**config.mk**
```make
export PLATFORM = sky130hd
export DESIGN_NAME = unsigned_fixed_point_subtractor
export DESIGN_NICKNAME = d
export VERILOG_FILES = /design/src/rtl/unsigned_fixed_point_subtractor.sv
export SDC_FILE = /design/constraint.sdc
export NUM_CORES = 1
export LEC_CHECK = 0
export BUFFER_PORTS_ARGS = -buffer_cell sky130_fd_sc_hd__buf_4
export CORE_MARGIN = 1
export CORE_UTILIZATION = 30
export DETAILED_ROUTE_END_ITERATION = 10
export HOLD_SLACK_MARGIN = 0.15
export SETUP_SLACK_MARGIN = 0.3
export SYNTH_ARGS = -nofsm -noshare
export SYNTH_HDL_FRONTEND = slang
export SYNTH_SLANG_ARGS = --single-unit
```
**constraint.sdc**
```tcl
create_clock -name clk -period 3.05 [get_ports clk]
set_input_delay 0.61 -clock clk [delete_from_list [all_inputs] [get_ports clk]]
set_output_delay 0.61 -clock clk [all_outputs]
set_load 0.1 [all_outputs]
```
**src/rtl/unsigned_fixed_point_subtractor.sv**
```systemverilog
// -----------------------------------------------------------------------------
// unsigned_fixed_point_subtractor
//
// Purpose:
//   Streaming unsigned fixed-point subtractor, diff = a - b, in XX.YY format.
//   Both operands use the same format, so the binary points are already aligned
//   and no rescaling or rounding is needed. The datapath is a two-stage
//   pipeline:
//   - S1 holds the operands.
//   - S2 holds the result.
//   Each result is flagged with a borrow bit (a < b). A saturating counter
//   tracks how many delivered results carried a borrow.
//
// Build option:
//   FXSUB_SATURATE_EN  When defined, diff is clamped to 0 whenever borrow=1.
//                      When undefined, diff is the modulo-2^W wrapped value.
//                      The borrow flag, the counter, the latency and the
//                      handshakes are the same in both builds.
//
// Ports (W = INT_BITS + FRAC_BITS):
//   clk            in   1      rising-edge clock
//   rst            in   1      synchronous, active-high reset
//   in_valid       in   1      operand pair valid
//   in_ready       out  1      block accepts operands this cycle
//   a              in   W      minuend, unsigned XX.YY
//   b              in   W      subtrahend, unsigned XX.YY
//   out_valid      out  1      result valid
//   out_ready      in   1      downstream accepts result
//   diff           out  W      result, unsigned XX.YY
//   borrow         out  1      1 = a < b for this result
//   underflow_cnt  out  CNT_W  delivered results with borrow=1 (saturating)
//
// Handshake semantics (both sides):
//   A transfer happens on a rising edge where valid && ready are both high.
//   The producer holds valid and its data stable until that transfer occurs.
//   in_ready is combinational from the pipeline state and out_ready. It never
//   depends on in_valid.
// -----------------------------------------------------------------------------
module unsigned_fixed_point_subtractor #(
  parameter int INT_BITS  = 2,
  parameter int FRAC_BITS = 2,
  parameter int CNT_W     = 8,
  localparam int W        = INT_BITS + FRAC_BITS
) (
  input  logic             clk,
  input  logic             rst,
  input  logic             in_valid,
  output logic             in_ready,
  input  logic [W-1:0]     a,
  input  logic [W-1:0]     b,
  output logic             out_valid,
  input  logic             out_ready,
  output logic [W-1:0]     diff,
  output logic             borrow,
  output logic [CNT_W-1:0] underflow_cnt
);

  // Stage 1: operand registers
  logic             r_s1_valid;
  logic [W-1:0]     r_a;
  logic [W-1:0]     r_b;

  // Stage 2: result registers
  logic             r_s2_valid;
  logic [W-1:0]     r_diff;
  logic             r_borrow;
  logic [CNT_W-1:0] r_cnt;

  logic             w_adv1;
  logic             w_adv2;
  logic             w_out_xfer;
  logic [W:0]       w_t;
  logic             w_borrow;
  logic [W-1:0]     w_raw;
  logic [W-1:0]     w_diff;

  // S2 takes a new result when S1 has one and S2 is empty or draining this
  // cycle. S1 can take new operands when it is empty or is moving into S2.
  assign w_adv2     = r_s1_valid && (!r_s2_valid || out_ready);
  assign w_adv1     = !r_s1_valid || w_adv2;
  assign w_out_xfer = r_s2_valid && out_ready;

  // One extra bit on the subtraction: the top bit is the borrow, and the
  // low W bits are the modulo-2^W difference.
  assign w_t      = {1'b0, r_a} - {1'b0, r_b};
  assign w_borrow = w_t[W];
  assign w_raw    = w_t[W-1:0];

`ifdef FXSUB_SATURATE_EN
  assign w_diff = w_borrow ? '0 : w_raw;
`else
  assign w_diff = w_raw;
`endif

  always_ff @(posedge clk) begin
    if (rst) begin
      r_s1_valid <= 1'b0;
      r_a        <= '0;
      r_b        <= '0;
    end else if (w_adv1) begin
      r_s1_valid <= in_valid;
      if (in_valid) begin
        r_a <= a;
        r_b <= b;
      end
    end
  end

  always_ff @(posedge clk) begin
    if (rst) begin
      r_s2_valid <= 1'b0;
      r_diff     <= '0;
      r_borrow   <= 1'b0;
    end else if (w_adv2) begin
      r_s2_valid <= 1'b1;
      r_diff     <= w_diff;
      r_borrow   <= w_borrow;
    end else if (w_out_xfer) begin
      // Result left and nothing followed it: S2 empties.
      r_s2_valid <= 1'b0;
    end
  end

  // Counts delivered borrow results. The counter sticks at all-ones and
  // never wraps.
  always_ff @(posedge clk) begin
    if (rst) begin
      r_cnt <= '0;
    end else if (w_out_xfer && r_borrow && (r_cnt != {CNT_W{1'b1}})) begin
      r_cnt <= r_cnt + CNT_W'(1);
    end
  end

  assign in_ready      = w_adv1;
  assign out_valid     = r_s2_valid;
  assign diff          = r_diff;
  assign borrow        = r_borrow;
  assign underflow_cnt = r_cnt;

endmodule
```
# [Word-level counts from Yosys, hierarchy flattened]
# Index checks and enable logic that the tools add are counted.
[word_totals] inputBits=12 output_inout_bits=15 reg_bits=23
[op_classes] mux=2 reduce_logical=10 add_sub_neg=2 n_eq_ne=1
[op_table] op="$add A8 B1 Y8 const B" n=1
[op_table] op="$ne A8 B8 Y1 const B" n=1
[op_table] op="$sub A4 B4 Y5" n=1
[op_table] op="$logic_and A1 B1 Y1" n=4
[op_table] op="$logic_not A1 Y1" n=2
[op_table] op="$logic_or A1 B1 Y1" n=2
[op_table] op="$mux W1" n=2
[op_table] op="$reduce_and A2 Y1" n=1
[op_table] op="$reduce_bool A2 Y1" n=1

# [Logic depth before layout (Yosys ltp)]
# Gate-level depths: netlist (run 1).
[logic_depth] word_depth=5 mapped_depth=7

# [Worst setup path after synthesis (run 1)]
# Ideal clock, no wire load.
[synth_path] path_kind="reg-to-output" from="register r_s2_valid (netlist: out_valid)" to="output in_ready" t_arrival_ns=1.546 path_slack_ns=0.894 n_path_buf=1 required_time_ns=2.440 stages_incl_launch_ff=4 path_cell_list="dfxtp_1 > and3b_1 > buf_4 > inv_4"
[synth_via] elab_chain_len=4
[synth_lines] element="start: declaration" line_no="64" text="logic r_s2_valid;"
[synth_lines] element="start signal: assignment" line_no="111" text="r_s2_valid <= 1'b0;"
[synth_lines] element="start signal: assignment" line_no="115" text="r_s2_valid <= 1'b1;"
[synth_lines] element="start signal: assignment" line_no="120" text="r_s2_valid <= 1'b0;"
[synth_lines] element="$logic_not A1 Y1" line_no="79" text="assign w_adv2 = r_s1_valid && (!r_s2_valid || out_ready);"
[synth_lines] element="$logic_or A1 B1 Y1" line_no="79"
[synth_lines] element="$logic_and A1 B1 Y1" line_no="79"
[synth_lines] element="$logic_or A1 B1 Y1" line_no="80" text="assign w_adv1 = !r_s1_valid || w_adv2;"
[synth_lines] element="end: declaration" line_no="48" text="output logic in_ready,"
# No other way between the ends.

# [Final worst setup path (run 1)]
[layout_path] from="input out_ready" to="output in_ready"
[layout_via] elab_chain_len=3
[layout_lines] element="start: declaration" line_no="52" text="input logic out_ready,"
[layout_lines] element="$logic_or A1 B1 Y1" line_no="79"
[layout_lines] element="$logic_and A1 B1 Y1" line_no="79"
[layout_lines] element="$logic_or A1 B1 Y1" line_no="80"
# No other way between the ends.

==> summary.txt, run 1 <==
Status
  • Status: finished, final reports clean

Timing
  • Final hold vios: 0
  • Max Clk Rate: 458 MHz
  • # setup viols final: 0
  • RSZ-0062 raised after global routing: false
  • Final slew viol count: 0
  • Final Skew: 4.73 ps
  • Post-layout min period: 2180 ps
  • Actual slew at the worst max-slew pin: 413 ps
  • Max_slew headroom: 72.5%
  • Final period util: 71.5%
  • Setup TNS: 0 ps

Floorplanning
  • Chip Width: 64.1 um
  • Io pins: 27
  • Area of the die: 4110 um2
  • Die Span Y: 64.1 um
  • Initial Util: 31.4%
  • Core footprint: 3690 um2
  • # rows: 22

Place
  • GP Congestion: 0.776
  • I/O Buffers: 26
  • Post-placement cell count: 195
  • DPL Wire Length: 1830 um

Clock tree
  • Skew-Pair Late Insertion Delay: 270 ps
  • H-tree Lvls: 1
  • CTS sink cnt: 23
  • Clk pin slew, worst setup/hold paths: 80 ps
  • CTS Root Cell: clkbuf_8
  • CTS Hold Bufs: 0
  • CTS tree: done
  • Postcts setup bufs: 0
  • Clock buffer depth: 2
  • Inserted Clock Buffers: 3
  • Post-CTS resize count: 0

Final layout
  • Fin cells: 199
  • P&R area growth vs syn: 22.2%
  • Fillers: 387
  • Final net count: 170
  • Antenna Diode Count: 0
  • Register Area: 460 um2
  • Share of cells above drive strength 1: 23.8%
  • Area of the multi-input gates: 619 um2

Detailed routing
  • Via-to-Cell Ratio: 5.22
  • Routed wire length: 2470 um
  • Drt drc: 0
  • Final antenna-violating net count: 0
  • Drt pass-1 iters: 4
  • Via count: 1039
  • Iter 0 DRT Violations: 70
  • Wire per inst: 12.4 um

Logic synthesis
  • Post-synth ARST share: 0%
  • Syn Area/Cell: 9.11 um2
  • Synth area leaders: dfxtp_1, a21oi_1, ha_1
  • Main flop type after synthesis: dfxtp_1
  • Part of the Yosys area used for sequential elements: 39.8%
  • Number of synthesized flops with an enable pin: 0
  • Area leader, netlist: dfxtp_1
  • #FFs+latches synth: 23
  • Ys Warns: 0
  • Synth Cell Area: 1160 um2
  • Synth unique cells: 40
  • Share of the synthesized area in the top cell type: 39.8%
  • Syn Inst Count: 127
  • Syn nets: 145
  • Most common cell in the netlist: dfxtp_1
  • Commonest cells in the netlist: dfxtp_1, a21oi_1, nand3_1, o21ai_1, inv_1

Run
  • Max Cap Viol: 0

Global route
  • Met3 Use GR: 2.86%
  • Met2 Use GR: 22.7%
  • Largest net degree at the start of global routing: 28
  • Total track usage: 13.0%
  • Grt peak-use layer: met2
  • Global-route wire length before repair: 4190 um
  • Met1 usage: 15.6%
  • Initial antenna violation count: 0
  • GR Overflow Total: 0
  • Number of global-route vias before repair: 953

Worst hold path
  • Worst Hold End: r_a[0]
  • Hold WC Path Type: flop to flop
  • Worst Hold Depth: 2
  • Min-delay src: r_a[0]

Worst setup path
  • Worst path required time: 2440 ps
  • R2R setup slack: 1330 ps
  • Crit end category: output pin
  • Critical path class: input pin to output pin
  • Reg2reg path depth: 7
  • FF-to-FF Start: r_a[0]
  • Critical path startpoint: out_ready
  • Arrival time worst endpoint: 1570 ps
  • Reg2reg end: borrow
  • Crit-path max FO: 10
  • Crit start category: input pin

Power and ir drop
  • Pwr per Cell Area: 447 nW/um2
  • Lkg Pwr: 0.553 nW
  • Worst VDD drop: 0.000190 V
-- how the worst max path moves through the flow --
stage	to	slack, ps	depth (start not counted)
6_report	in_ready	870	4
5_1_grt	in_ready	810	4
4_1_cts	in_ready	870	4
3_5_place_dp	in_ready	880	4
3_3_place_gp	in_ready	890	4
2_1_floorplan	in_ready	890	3
-- flip-flops by register name (all words and copies together), names as in the netlist --
register	cells
diff	4
borrow	1
r_a	4
r_b	4
underflow_cnt	8
r_s1_valid	1
out_valid	1
-- cells by family (layout without fill, tap and decap cells) --
family,count (synthesis),count (layout),share of synthesized area [%]
AOI/OAI and AO/OA,44,44,24.0
adders and majority gates,6,6,7.14
xor gates and xnor gates,1,1,0.757
buffers and inverters,14,38,6.70
and+or+nand+nor,37,37,19.5
DFF,23,23,39.8
muxes,2,2,2.16
-- through the flow --
| step | total power [mW] | worst slack, ps | hold WS (ps) | instance area [um2] | utilization (%) |
|---|---|---|---|---|---|
| global route | 0.660 | 805 | 516 | 1410 | 38.3 |
| finish | 0.631 | 868 | 482 | 1410 | 38.3 |
| CTS | 0.640 | 874 | 486 | 1410 | 38.3 |
| floorplan | 0.417 | 894 | 459 | 1160 | - |
| global placement | 0.446 | 894 | 480 | 1370 | 37.1 |
| detailed placement | 0.447 | 881 | 474 | 1370 | 37.1 |
-- worst max-delay path, cell delays in order --
cell and delay, ps:
buf_4 120, and3b_1 460, inv_4 110, buf_4 260
-- cells in the final DEF, fill, tap and decap left out, types with 2 or more instances in the layout --
cell type	instances
and3_1	3
nand2_1	3
dfxtp_1	23
buf_4	26
a211oi_1	6
nand3_1	10
nor3_1	3
o21ai_1	10
a41oi_1	3
inv_1	7
nand2b_1	4
a2111o_1	2
ha_1	5
clkbuf_8	3
a21oi_1	17
nor2_1	2
-- power breakdown --
part	internal, mW	switching, mW	leakage, nW
sequential	0.313	0.00859	0.188
combinational	0.0388	0.0800	0.339
clock	0.0913	0.100	0.0255
-- layer usage --
| metal | vias to the layer above | part of all wire (%) |
|---|---|---|
| met3 | 5 | 4.4 |
| met5 | - | 0 |
| met1 | 488 | 46 |
| li1 | 523 | - |
| met2 | 23 | 48 |
| met4 | 0 | 1.4 |
-- area by class of cell --
| type | instances | area share, % |
|---|---|---|
| multi-input cells | 90 | 43.8 |
| flip-flops and latches | 23 | 32.6 |
| repair buffers | 26 | 13.8 |
| well taps | 48 | 4.25 |
| clock buffers | 3 | 2.92 |
| inverters | 8 | 2.30 |
| clock inverters | 1 | 0.354 |
Note: power is estimated with default switching activity, not from simulation.
==> run 2: changes to the inputs <==
==> constraint.sdc (replaced) <==
create_clock -name clk -period 2.05 [get_ports clk]
set_input_delay 0.41 -clock clk [delete_from_list [all_inputs] [get_ports clk]]
set_output_delay 0.41 -clock clk [all_outputs]
set_load 0.1 [all_outputs]
==> summary.txt, run 2 (same netlist as run 1, synthesis figures left out) <==
Status
  • Status: finished, final reports clean

Timing
  • Final Skew: 1.76 ps
  • Max_slew headroom: 76.2%
  • # setup viols final: 0
  • Actual slew at the worst max-slew pin: 349 ps
  • Max Clk Rate: 595 MHz
  • Final hold vios: 0
  • Setup TNS: 0 ps
  • Final slew viol count: 0
  • Hold Slack: 403 ps
  • Final period util: 81.9%
  • RSZ-0062 raised after global routing: false
  • PnR worst setup slack: 371 ps
  • Post-layout min period: 1680 ps

Detailed routing
  • Routed wire length: 2490 um
  • Drt drc: 0
  • Iter 0 DRT Violations: 91
  • Via count: 1042
  • Wire per inst: 12.5 um
  • Drt pass-1 iters: 4
  • Via-to-Cell Ratio: 5.21
  • Final antenna-violating net count: 0

Global route
  • Largest net degree at the start of global routing: 28
  • Initial antenna violation count: 0
  • GR Overflow Total: 0
  • Total track usage: 12.9%
  • Number of global-route vias before repair: 901
  • Global-route wire length before repair: 4150 um

Floorplanning
  • # rows: 22
  • Area of the die: 4110 um2
  • Core footprint: 3690 um2
  • Chip Width: 64.1 um
  • Initial Util: 31.4%
  • Die Span Y: 64.1 um
  • Io pins: 27

Worst setup path
  • R2R setup slack: 400 ps
  • Arrival time worst endpoint: 1270 ps
  • Reg2reg path depth: 7
  • Levels on crit path: 3
  • CP delay by family, top: flip-flops
  • Worst path required time: 1640 ps
  • Reg2reg end: borrow
  • Buf/Inv on CP: 2
  • Worst path cell trace: and3b_1, inv_4, buf_4
  • Critical path startpoint: r_s1_valid
  • Max stage delay cell, worst path: dfxtp_1
  • Crit-path max FO: 10
  • Crit start category: flop
  • FF-to-FF Start: r_a[0]
  • CP max stage delay: 420 ps
  • Crit end category: output pin
  • Critical Path End: in_ready
  • Critical path class: flop to output pin

Clock tree
  • Clk pin slew, worst setup/hold paths: 80 ps
  • H-tree Lvls: 1
  • Clock buffer depth: 2
  • Inserted Clock Buffers: 3
  • Skew-Pair Late Insertion Delay: 260 ps
  • CTS sink cnt: 23
  • CTS Root Cell: clkbuf_8
  • CTS tree: done
  • CTS Hold Bufs: 0

Run
  • Max Cap Viol: 0

Final layout
  • Fillers: 408
  • Antenna Diode Count: 0
  • Fin util: 38.9%
  • Number of flip-flops in the largest register: 8
  • Final net count: 171
  • Commonest non-fill, non-tap cells in the layout: buf_4, a21oi_1, dfxtp_1
  • Commonest non-fill, non-tap cell in the layout: buf_4
  • P&R area growth vs syn: 24.0%
  • Share of cells above drive strength 1: 30.9%

Power and ir drop
  • Lkg Pwr: 0.562 nW
  • Worst VDD drop: 0.000470 V
  • Pwr per Cell Area: 652 nW/um2

Place
  • DPL Wire Length: 1850 um
  • DP Worst Slack: 346 ps
  • I/O Buffers: 26
  • GP Congestion: 0.763

Worst hold path
  • Hold WC Path Type: input pin to flop
[run 2: what timing repair did]
item                                    CTS  global route
gates resized for setup                   0             1
setup buffers                             0             0
endpoints found under the setup margin    0             1
[run 2: worst min-delay path, cell delays in order]
cell and delay, ps:
buf_4 110, nand3_1 50, a21oi_1 50
[run 2: report_power, final]
group          leakage, nW  internal, mW  switching (mW)
logic                0.344        0.0581           0.119
clock network       0.0255         0.136           0.145
registers            0.192         0.466          0.0136
[run 2: routing by layer]
layer / vias up / wire (um) / global-route usage (%)
met3: 2 / 145 / 4.46
met4: 0 / 12 / 2.50
met5: - / 0 / 0
met2: 31 / 1260 / 22.5
met1: 485 / 1070 / 15.4
li1: 524 / - / -
[run 2: how the worst min path moves through the flow]
stage / startpoint / end / slack [ps] / depth (start not counted)
after floorplan: r_b[3] / r_b[3] / 460 / 2
after global placement: underflow_cnt[5] / underflow_cnt[5] / 470 / 1
after detailed placement: r_b[2] / r_b[2] / 470 / 2
after CTS: a[3] / r_a[3] / 400 / 3
after global routing: a[3] / r_a[3] / 400 / 3
final: a[3] / r_a[3] / 400 / 3
[run 2: final cells by class]
type / instances / area, um2 / share of cell area [%]
timing repair buffer: 27 / 203 / 14.1
tap: 48 / 60.1 / 4.18
clock buffer: 3 / 41.3 / 2.88
multi-input combinational: 90 / 622 / 43.3
inverter: 8 / 32.5 / 2.27
sequential: 23 / 472 / 32.9
clock inverter: 1 / 5.00 / 0.349
[run 2: per-stage QoR]
step	power, mW	std cells	cell area (um2)
2_1_floorplan	0.622	127	1170
3_3_place_gp	0.664	196	1390
3_5_place_dp	0.667	196	1390
4_1_cts	0.953	200	1430
5_1_grt	0.985	200	1440
6_report	0.936	200	1440
